File: src/rtl/tlc_pkg.sv
// ---------------------------------------------------------------------------
// tlc_pkg
// Definitions shared by the intersection traffic light controller and its
// pedestrian-side companion (ped_request_unit).
//   ped_state_t     : pedestrian FSM states (IDLE, REQ, WALK, CLEAR)
//   LAMP_ON/OFF     : kerbside lamp drive levels
//   T_WALK_DEFAULT  : default walk length agreed with the controller
// ---------------------------------------------------------------------------
package tlc_pkg;

    typedef enum logic [1:0] {
        IDLE  = 2'd0,
        REQ   = 2'd1,
        WALK  = 2'd2,
        CLEAR = 2'd3
    } ped_state_t;

    localparam logic LAMP_ON  = 1'b1;
    localparam logic LAMP_OFF = 1'b0;

    localparam int T_WALK_DEFAULT   = 8;
    localparam int T_CLEAR_DEFAULT  = 6;
    localparam int DEBOUNCE_DEFAULT = 4;

endpackage

File: src/rtl/btn_debounce.sv
// ---------------------------------------------------------------------------
// btn_debounce
// Brings the asynchronous push-button into the clock domain with a 2-flop
// synchronizer, then accepts a level change only after DEBOUNCE_CYCLES
// consecutive synchronized samples disagree with the current stable level.
// A one-cycle registered pulse is produced on each accepted rising edge;
// accepted releases produce nothing.
// Ports:
//   clk      in  : clock
//   rst      in  : synchronous active-high reset
//   btn_raw  in  : asynchronous button, active-high
//   press    out : 1-cycle pulse on a debounced rising edge
// ---------------------------------------------------------------------------
module btn_debounce #(
    parameter int DEBOUNCE_CYCLES = 4,
    parameter int CNT_W           = 8
) (
    input  logic clk,
    input  logic rst,
    input  logic btn_raw,
    output logic press
);

    logic             sync_a;
    logic             sync_b;
    logic             stable;
    logic [CNT_W-1:0] stable_cnt;

    // The counter tracks how many samples in a row differed from the stable
    // level; any agreeing sample restarts it, so bounces never accumulate.
    always_ff @(posedge clk) begin
        if (rst) begin
            sync_a     <= 1'b0;
            sync_b     <= 1'b0;
            stable     <= 1'b0;
            stable_cnt <= '0;
            press      <= 1'b0;
        end else begin
            sync_a <= btn_raw;
            sync_b <= sync_a;
            press  <= 1'b0;
            if (sync_b != stable) begin
                if (stable_cnt >= CNT_W'(DEBOUNCE_CYCLES - 1)) begin
                    stable     <= sync_b;
                    press      <= sync_b;
                    stable_cnt <= '0;
                end else begin
                    stable_cnt <= stable_cnt + 1'b1;
                end
            end else begin
                stable_cnt <= '0;
            end
        end
    end

endmodule

File: src/rtl/ped_request_unit.sv
// ---------------------------------------------------------------------------
// ped_request_unit
// Pedestrian-side companion to the traffic light controller. Debounces the
// kerbside button, raises and holds ped_req until the controller grants
// ped_walk, and drives the WAIT / WALK / flashing DON'T-WALK lamps.
// A request made while walking or clearing is queued and re-issued after the
// clearance interval. A request left ungranted for T_REQ_MAX cycles sets a
// sticky fault flag.
// Optional feature: define PED_COUNTDOWN_EN to build the walk countdown;
// otherwise countdown is tied to 0.
// Ports:
//   clk            in  : clock
//   rst            in  : synchronous active-high reset
//   btn_raw        in  : asynchronous push-button
//   ped_walk       in  : walk grant from the controller
//   ped_req        out : request level to the controller
//   wait_lamp      out : request registered, awaiting grant
//   walk_lamp      out : WALK indication
//   dont_walk_lamp out : DON'T-WALK, steady or flashing during clearance
//   countdown      out : remaining expected walk cycles
//   fault          out : sticky grant-timeout flag
// ---------------------------------------------------------------------------
module ped_request_unit
    import tlc_pkg::*;
#(
    parameter int DEBOUNCE_CYCLES = DEBOUNCE_DEFAULT,
    parameter int T_WALK_EXP      = T_WALK_DEFAULT,
    parameter int T_CLEAR         = T_CLEAR_DEFAULT,
    parameter int FLASH_HALF      = 2,
    parameter int T_REQ_MAX       = 64,
    parameter int CNT_W           = 8
) (
    input  logic             clk,
    input  logic             rst,
    input  logic             btn_raw,
    input  logic             ped_walk,
    output logic             ped_req,
    output logic             wait_lamp,
    output logic             walk_lamp,
    output logic             dont_walk_lamp,
    output logic [CNT_W-1:0] countdown,
    output logic             fault
);

    logic             press;
    ped_state_t       state;
    logic             queued;
    logic [CNT_W-1:0] req_cnt;
    logic [CNT_W-1:0] clr_cnt;
    logic [CNT_W-1:0] flash_cnt;

    btn_debounce #(
        .DEBOUNCE_CYCLES (DEBOUNCE_CYCLES),
        .CNT_W           (CNT_W)
    ) u_debounce (
        .clk     (clk),
        .rst     (rst),
        .btn_raw (btn_raw),
        .press   (press)
    );

    // Lamp outputs are written alongside each state change so they always
    // describe the state being entered. A grant overrides every other
    // transition; a press arriving with a fresh grant is dropped, while a
    // press during an ongoing walk or clearance is remembered in queued.
    always_ff @(posedge clk) begin
        if (rst) begin
            state          <= IDLE;
            queued         <= 1'b0;
            req_cnt        <= '0;
            clr_cnt        <= '0;
            flash_cnt      <= '0;
            ped_req        <= 1'b0;
            wait_lamp      <= LAMP_OFF;
            walk_lamp      <= LAMP_OFF;
            dont_walk_lamp <= LAMP_ON;
            fault          <= 1'b0;
        end else if (ped_walk) begin
            state          <= WALK;
            ped_req        <= 1'b0;
            wait_lamp      <= LAMP_OFF;
            walk_lamp      <= LAMP_ON;
            dont_walk_lamp <= LAMP_OFF;
            if (state == WALK && press) begin
                queued <= 1'b1;
            end
        end else begin
            case (state)
                IDLE: begin
                    if (press) begin
                        state     <= REQ;
                        queued    <= 1'b0;
                        req_cnt   <= '0;
                        ped_req   <= 1'b1;
                        wait_lamp <= LAMP_ON;
                    end
                end
                REQ: begin
                    if (req_cnt != '1) begin
                        req_cnt <= req_cnt + 1'b1;
                    end
                    if (req_cnt >= CNT_W'(T_REQ_MAX - 1)) begin
                        fault <= 1'b1;
                    end
                end
                WALK: begin
                    state          <= CLEAR;
                    clr_cnt        <= '0;
                    flash_cnt      <= '0;
                    walk_lamp      <= LAMP_OFF;
                    dont_walk_lamp <= LAMP_ON;
                    if (press) begin
                        queued <= 1'b1;
                    end
                end
                CLEAR: begin
                    // A press on the final clearance cycle still counts as
                    // queued, so it is folded into the exit decision.
                    if (clr_cnt >= CNT_W'(T_CLEAR - 1)) begin
                        dont_walk_lamp <= LAMP_ON;
                        if (queued || press) begin
                            state     <= REQ;
                            queued    <= 1'b0;
                            req_cnt   <= '0;
                            ped_req   <= 1'b1;
                            wait_lamp <= LAMP_ON;
                        end else begin
                            state <= IDLE;
                        end
                    end else begin
                        clr_cnt <= clr_cnt + 1'b1;
                        if (press) begin
                            queued <= 1'b1;
                        end
                        if (flash_cnt >= CNT_W'(FLASH_HALF - 1)) begin
                            flash_cnt      <= '0;
                            dont_walk_lamp <= ~dont_walk_lamp;
                        end else begin
                            flash_cnt <= flash_cnt + 1'b1;
                        end
                    end
                end
                default: begin
                    state <= IDLE;
                end
            endcase
        end
    end

`ifdef PED_COUNTDOWN_EN
    // Preloads on every entry into WALK (including re-grants during
    // clearance), then counts down and rests at zero.
    always_ff @(posedge clk) begin
        if (rst) begin
            countdown <= '0;
        end else if (ped_walk) begin
            if (state != WALK) begin
                countdown <= CNT_W'(T_WALK_EXP - 1);
            end else if (countdown != '0) begin
                countdown <= countdown - 1'b1;
            end
        end else begin
            countdown <= '0;
        end
    end
`else
    assign countdown = '0;
`endif

endmodule
File: config.mk
export PLATFORM = sky130hd
export DESIGN_NAME = ped_request_unit
export DESIGN_NICKNAME = d
export VERILOG_FILES = /design/src/rtl/tlc_pkg.sv /design/src/rtl/btn_debounce.sv /design/src/rtl/ped_request_unit.sv
export SDC_FILE = /design/constraint.sdc
export NUM_CORES = 1
export LEC_CHECK = 0
export BUFFER_PORTS_ARGS = -buffer_cell sky130_fd_sc_hd__buf_2
export CELL_PAD_IN_SITES_DETAIL_PLACEMENT = 1
export CELL_PAD_IN_SITES_GLOBAL_PLACEMENT = 2
export CORE_UTILIZATION = 37
export CTS_CLUSTER_SIZE = 8
export DETAILED_ROUTE_END_ITERATION = 8
export PLACE_DENSITY = 0.87
export SKIP_LAST_GASP = 1
export SYNTH_ARGS = -nofsm -noshare
export SYNTH_HDL_FRONTEND = slang
export SYNTH_SLANG_ARGS = --single-unit
export TNS_END_PERCENT = 100
File: constraint.sdc
create_clock -name clk -period 2.3 [get_ports clk]
set_clock_uncertainty 0.1 [all_clocks]
set_input_delay 0.46 -clock clk [delete_from_list [all_inputs] [get_ports clk]]
set_output_delay 0.46 -clock clk [all_outputs]
set_load 0.05 [all_outputs]
==> impl_metrics.json, run 1 <==
{
  "status": "completed",
  "yosysUniqueCellTypes": 49,
  "rr_endpoint": "req_cnt[0]$_SDFFE_PP0P_",
  "vdd_drop_max_uv": 503,
  "antenna_found_initial": 0,
  "synth-seq-area-share_pct": 40.6,
  "area_growth_pct": 14.0,
  "post-cts-setup-buffer-count": 0,
  "root_buffer": "clkbuf_8",
  "portBuffers": 8,
  "syn_avg_cell_area_um2": 9.22,
  "worst-r2r-setup-slack_ns": 0.16,
  "critPathCaptureType": "flip-flop",
  "gp_congestion": 0.886,
  "worst_hold_slack_ns": 0.268,
  "rows": 27,
  "start_util_pct": 38.5,
  "synth_area_um2": 2120,
  "finalHoldViolCount": 0,
  "synth_top_area_share_pct": 40.6,
  "vias": 1785,
  "cts.clk_slew.worst_paths_ns": 0.09,
  "ys.flop_type": "dfxtp_1",
  "drt-initial-drc-count": 73,
  "final-setup-viol-count": 0,
  "powerDensity_nw_per_um2": 698,
  "clkSinkCount": 43,
  "core_um2": 5510,
  "holdCritPathClass": "primary input to flip-flop",
  "synth_adder_area_share_pct": 7.08,
  "ctsResizeCount": 0,
  "synth_compound_area_share_pct": 22.2,
  "grt_max_degree": 23,
  "cts_hold_buf": 0,
  "cts_tree": "yes",
  "track_usage_pct": 18.9,
  "dieArea_um2": 6040,
  "yosysMostFrequentCell": "dfxtp_1",
  "n_antenna_cell": 0,
  "drc": 0,
  "fin_nets": 267,
  "synth_commonest_cells": "dfxtp_1, inv_1, ha_1",
  "r2r_start": "state[0]$_SDFFE_PP0P_",
  "grt_pass1_wl_um": 8950,
  "cp_max_fo": 6,
  "rsz0062_at_grt": "no",
  "cts_max_level": 2,
  "cts_buffers": 5,
  "crit_chain": "inv_1 -> ha_1 -> nor2b_1 -> or4_1 -> a211oi_1 -> o22ai_1",
  "arrival_ns": 2.22,
  "synthXorXnorAreaFrac_pct": 0.413,
  "slowest_stage": "or4_1",
  "synthArstFlopShare_pct": 0,
  "yosys_warnings": 0,
  "synth_mux_area_share_pct": 1.42,
  "synth-edff-count": 0,
  "cts_max_path_buffers": 2,
  "io-pin-count": 17,
  "dr.pass1.iters": 4,
  "worst_skew_pair.late_latency_ns": 0.30,
  "fmax_ghz": 0.468,
  "startpoint_type": "flip-flop",
  "drive_gt1_share_pct": 13.5,
  "synthCells": 230,
  "min_period_ns": 2.14,
  "synth_top_family_by_area": "compound AO/OA/AOI/OAI gates",
  "final_antenna_net_count": 0,
  "p_leak_uw": 0.000913,
  "crit_type": "flip-flop to flip-flop",
  "timing.final.crit_share_pct": 92.9,
  "wire_per_inst_um": 15.6,
  "tns_ns": 0,
  "die_w_um": 77.7,
  "wirelength_um": 5050,
  "grt_pass1_vias": 1817,
  "endpoint": "req_cnt[0]$_SDFFE_PP0P_",
  "reg2reg_depth": 6,
  "synth_area_leaders": "dfxtp_1, ha_1, inv_1",
  "fill_cells": 652,
  "ys_seq_elements": 43,
  "synth.largest_area_cell": "dfxtp_1",
  "vias_per_cell": 5.51,
  "die_h_um": 77.7,
  "max_cap_violations": 0,
  "overflow": 0,
  "worstSetupStartpoint": "state[0]$_SDFFE_PP0P_",
  "critPathMaxStageDelay_ns": 0.63,
  "dp_hpwl_um": 3590,
  "crit_required_ns": 2.38,
  "synthSimpleGateAreaFrac_pct": 19.6,
  "slew_violations": 0
}
-- state kept, by name (all words and copies together), names as in the netlist, 2 cells and up --
register               flops
req_cnt                    8
u_debounce.stable_cnt      8
clr_cnt                    8
flash_cnt                  8
state                      2
-- worst max-delay path: cells and delay by family, from the launching register on --
| family | cells | cell delay (ns) |
|---|---|---|
| DFF | 1 | 0.39 |
| and+or+nand+nor | 2 | 0.81 |
| buffers and inverters | 1 | 0.08 |
| AOI/OAI and AO/OA | 2 | 0.43 |
| adders and majority gates | 1 | 0.21 |
-- kinds of logic (layout without fill, tap and decap cells) --
kind of cell / Yosys count / in the layout
AO/OA/AOI/OAI: 62 / 62
AND/OR/NAND/NOR: 70 / 70
adder cells (fa/ha/maj): 12 / 12
other: 1 / 14
XOR/XNOR: 1 / 1
flip-flops: 43 / 43
buffers and inverters: 38 / 47
multiplexers: 3 / 3
-- how the worst min path moves through the flow --
stage | startpoint | slack, ns | cells past startpoint | endpoint
after floorplan | u_debounce.stable_cnt[0]$_SDFF_PP0_ | 0.31 | 1 | u_debounce.stable_cnt[0]$_SDFF_PP0_
after detailed placement | u_debounce.stable_cnt[0]$_SDFF_PP0_ | 0.33 | 1 | u_debounce.stable_cnt[0]$_SDFF_PP0_
after global placement | u_debounce.sync_a$_SDFF_PP0_ | 0.32 | 1 | u_debounce.sync_b$_SDFF_PP0_
after CTS | btn_raw | 0.26 | 2 | u_debounce.sync_a$_SDFF_PP0_
final | btn_raw | 0.27 | 2 | u_debounce.sync_a$_SDFF_PP0_
after global routing | btn_raw | 0.26 | 2 | u_debounce.sync_a$_SDFF_PP0_
-- cell type report --
type,count,area [µm²],share of cell area [%]
clock inverters,3,67.6,2.80
well taps,72,90.1,3.73
clock buffers,5,68.8,2.85
inverters,20,75.1,3.11
repair buffers,19,123,5.07
flip-flops and latches,43,861,35.6
multi-input cells,162,1130,46.8
-- per-stage QoR --
step	power, µW	util (%)	instances	setup slack, ns	area, µm²
after floorplan	951	-	243	0.302	2170
after global placement	992	41.4	316	0.237	2280
after detailed placement	996	41.4	316	0.182	2280
after CTS	1710	43.9	324	0.155	2410
after global routing	1770	43.9	324	0.00444	2420
final	1690	43.9	324	0.162	2420
-- power by group --
group / internal [µW] / switching (µW) / total, µW
Combinational: 60.8 / 148 / 209
Sequential: 761 / 12.0 / 773
Clock: 433 / 273 / 706
-- layer usage --
layer	up-vias	global-route usage [%]	routed length, µm
met3	7	3.88	133
met1	881	24.0	2420
met5	-	0	0
li1	873	-	-
met4	0	7.55	74
met2	24	31.2	2420
-- cells in the final DEF, fill, tap and decap left out, types with 2 or more instances in the layout --
cell type,count
buf_2,8
or4_1,2
nor3_1,6
inv_1,20
bufinv_16,2
nor4_1,3
o21ai_0,8
nor2_1,9
o2111ai_1,4
nor3b_1,3
o22ai_1,3
a31oi_1,5
o2111a_1,2
and3_1,6
a21o_1,2
conb_1,14
or3_1,2
dfxtp_1,43
nand2_1,8
nor2b_1,6
nand4_1,3
clkbuf_8,5
o31ai_1,2
o211ai_1,6
buf_4,11
nand3_1,11
a211oi_1,9
and4_1,2
o32ai_1,3
ha_1,12
a21oi_1,9
mux2i_1,3
(Power assumes the default switching activity.)
==> run 2, diff against run 1 <==
Settings changed: CELL_PAD_IN_SITES_DETAIL_PLACEMENT 1 to unset, CELL_PAD_IN_SITES_GLOBAL_PLACEMENT 2 to unset, CORE_UTILIZATION 37 to 50, PLACE_DENSITY 0.87 to 0.77.
==> run 2 against run 1 <==
- worst hold slack gained 0.017 ns
- critical path depth is the same
- routed wire length shrank 21%
- die area shrank 25%
- core utilization grew 14 points
- register-to-register slack is essentially flat
- critical path type unchanged
- maximum frequency is essentially flat
==> impl_metrics.json, run 2 (synthesized netlist as in run 1, its figures left out) <==
{
  "final_util_pct": 58.1,
  "final_cell_mix": "dfxtp_1, inv_1, conb_1",
  "fmax_ghz": 0.468,
  "internal_power_uw": 1070,
  "final_common_cell": "dfxtp_1",
  "p_comb_share_pct": 13.5,
  "vdd_drop_max_uv": 483,
  "wirelength_um": 4010,
  "cts.clk_slew.worst_paths_ns": 0.08,
  "grt_max_degree": 17,
  "wl_met3_um": 178,
  "startpoint_type": "flip-flop",
  "grt_pass1_vias": 1531,
  "holdCritPathClass": "primary input to flip-flop",
  "drive_gt1_share_pct": 12.7,
  "dieArea_um2": 4510,
  "worst_skew_pair.late_latency_ns": 0.30,
  "worstSetupStartpoint": "state[0]$_SDFFE_PP0P_",
  "portBuffers": 8,
  "routed.top_layer": "met4",
  "wl_met2_um": 1760,
  "cp_max_fo": 6,
  "min_period_ns": 2.14,
  "fill_cells": 365,
  "grt_pass1_wl_um": 6960,
  "wl_met1_um": 2010,
  "status": "completed",
  "drt-initial-drc-count": 76,
  "clkPwrFrac_pct": 34.3,
  "rows": 23,
  "overflow": 0,
  "final-setup-viol-count": 0,
  "powerDensity_nw_per_um2": 632,
  "vias_per_cell": 5.61,
  "seqPwrFrac_pct": 52.2,
  "cts_hold_buf": 0,
  "dr.pass1.iters": 4,
  "max_cap_violations": 0,
  "track_usage_pct": 20.5,
  "rsz0062_at_grt": "no",
  "area_growth_pct": 10.4,
  "tns_ns": 0,
  "die_h_um": 67.1,
  "final_antenna_net_count": 0,
  "swShare_pct": 28.0,
  "cts_max_level": 2,
  "start_util_pct": 52.6,
  "r2r_start": "state[0]$_SDFFE_PP0P_",
  "fin_nets": 266,
  "clkSinkCount": 43,
  "io-pin-count": 17,
  "root_buffer": "clkbuf_8",
  "core_um2": 4030,
  "drc": 0,
  "ctsResizeCount": 0,
  "p_leak_uw": 0.000888,
  "antenna_found_initial": 0,
  "switchingPower_uw": 415,
  "n_antenna_cell": 0,
  "cts_max_path_buffers": 2,
  "dp_cells": 293,
  "crit_type": "flip-flop to flip-flop",
  "power_uw": 1480,
  "timing.final.crit_share_pct": 92.9,
  "die_w_um": 67.1,
  "vias": 1688,
  "finalNonFillerCells": 301,
  "cts_buffers": 5,
  "cts_tree": "yes",
  "arrival_ns": 2.21,
  "wire_per_inst_um": 13.3,
  "crit_required_ns": 2.37,
  "dp_hpwl_um": 2910,
  "post-cts-setup-buffer-count": 0,
  "gp_congestion": 0.865,
  "worst-r2r-setup-slack_ns": 0.16,
  "critPathCaptureType": "flip-flop",
  "slew_violations": 0,
  "min_from": "btn_raw",
  "place_ws_ns": 0.183,
  "finalHoldViolCount": 0,
  "layout_setup_ws_ns": 0.163
}
-- run 2: cell count changes in the layout (fill, tap and decap cells not counted), sizes merged --
cell	previous run	this run
bufinv	2	0
buf	19	18
clkbuf	5	6
clkinv	0	1
-- run 2: layer usage --
layer / track usage [%] / vias to the layer above
li1: - / 873
met1: 27.7 / 770
met2: 30.8 / 38
met3: 4.79 / 7
met4: 9.04 / 0
met5: 0 / -
-- run 2: critical path, cell delays in order (launching register included) --
cell and delay [ns]:
dfxtp_1 0.39, inv_1 0.08, ha_1 0.34, nor2b_1 0.15, or4_1 0.51, a211oi_1 0.32, o22ai_1 0.12
-- run 2: final timing paths --
kind	to	cells after the start
max	req_cnt[0]$_SDFFE_PP0P_	6
min	u_debounce.sync_a$_SDFF_PP0_	2
max reg2reg	req_cnt[0]$_SDFFE_PP0P_	6
min reg2reg	u_debounce.stable_cnt[0]$_SDFF_PP0_	1
-- run 2: layout make-up --
type / count / area (µm²) / area share (%)
Clock buffer: 6 / 82.6 / 3.53
Timing Repair Buffer: 18 / 115 / 4.91
Sequential cell: 43 / 861 / 36.8
Inverter: 20 / 75.1 / 3.21
Tap cell: 50 / 62.6 / 2.67
Multi-Input combinational cell: 162 / 1130 / 48.2
Clock inverter: 2 / 16.3 / 0.694
-- run 2: power by group through the flow --
stage	logic, µW	registers (µW)	clock network, µW
2_1_floorplan	149	802	0
3_3_place_gp	195	789	0
3_5_place_dp	197	790	0
4_1_cts	198	773	519
5_1_grt	219	775	554
6_report	200	773	508
-- run 2: stage by stage --
stage          area (µm²)  hold WS [ns]
6_report             2340         0.285
5_1_grt              2340         0.259
4_1_cts              2340         0.271
3_5_place_dp         2240         0.334
3_3_place_gp         2240         0.317
2_1_floorplan        2170         0.306
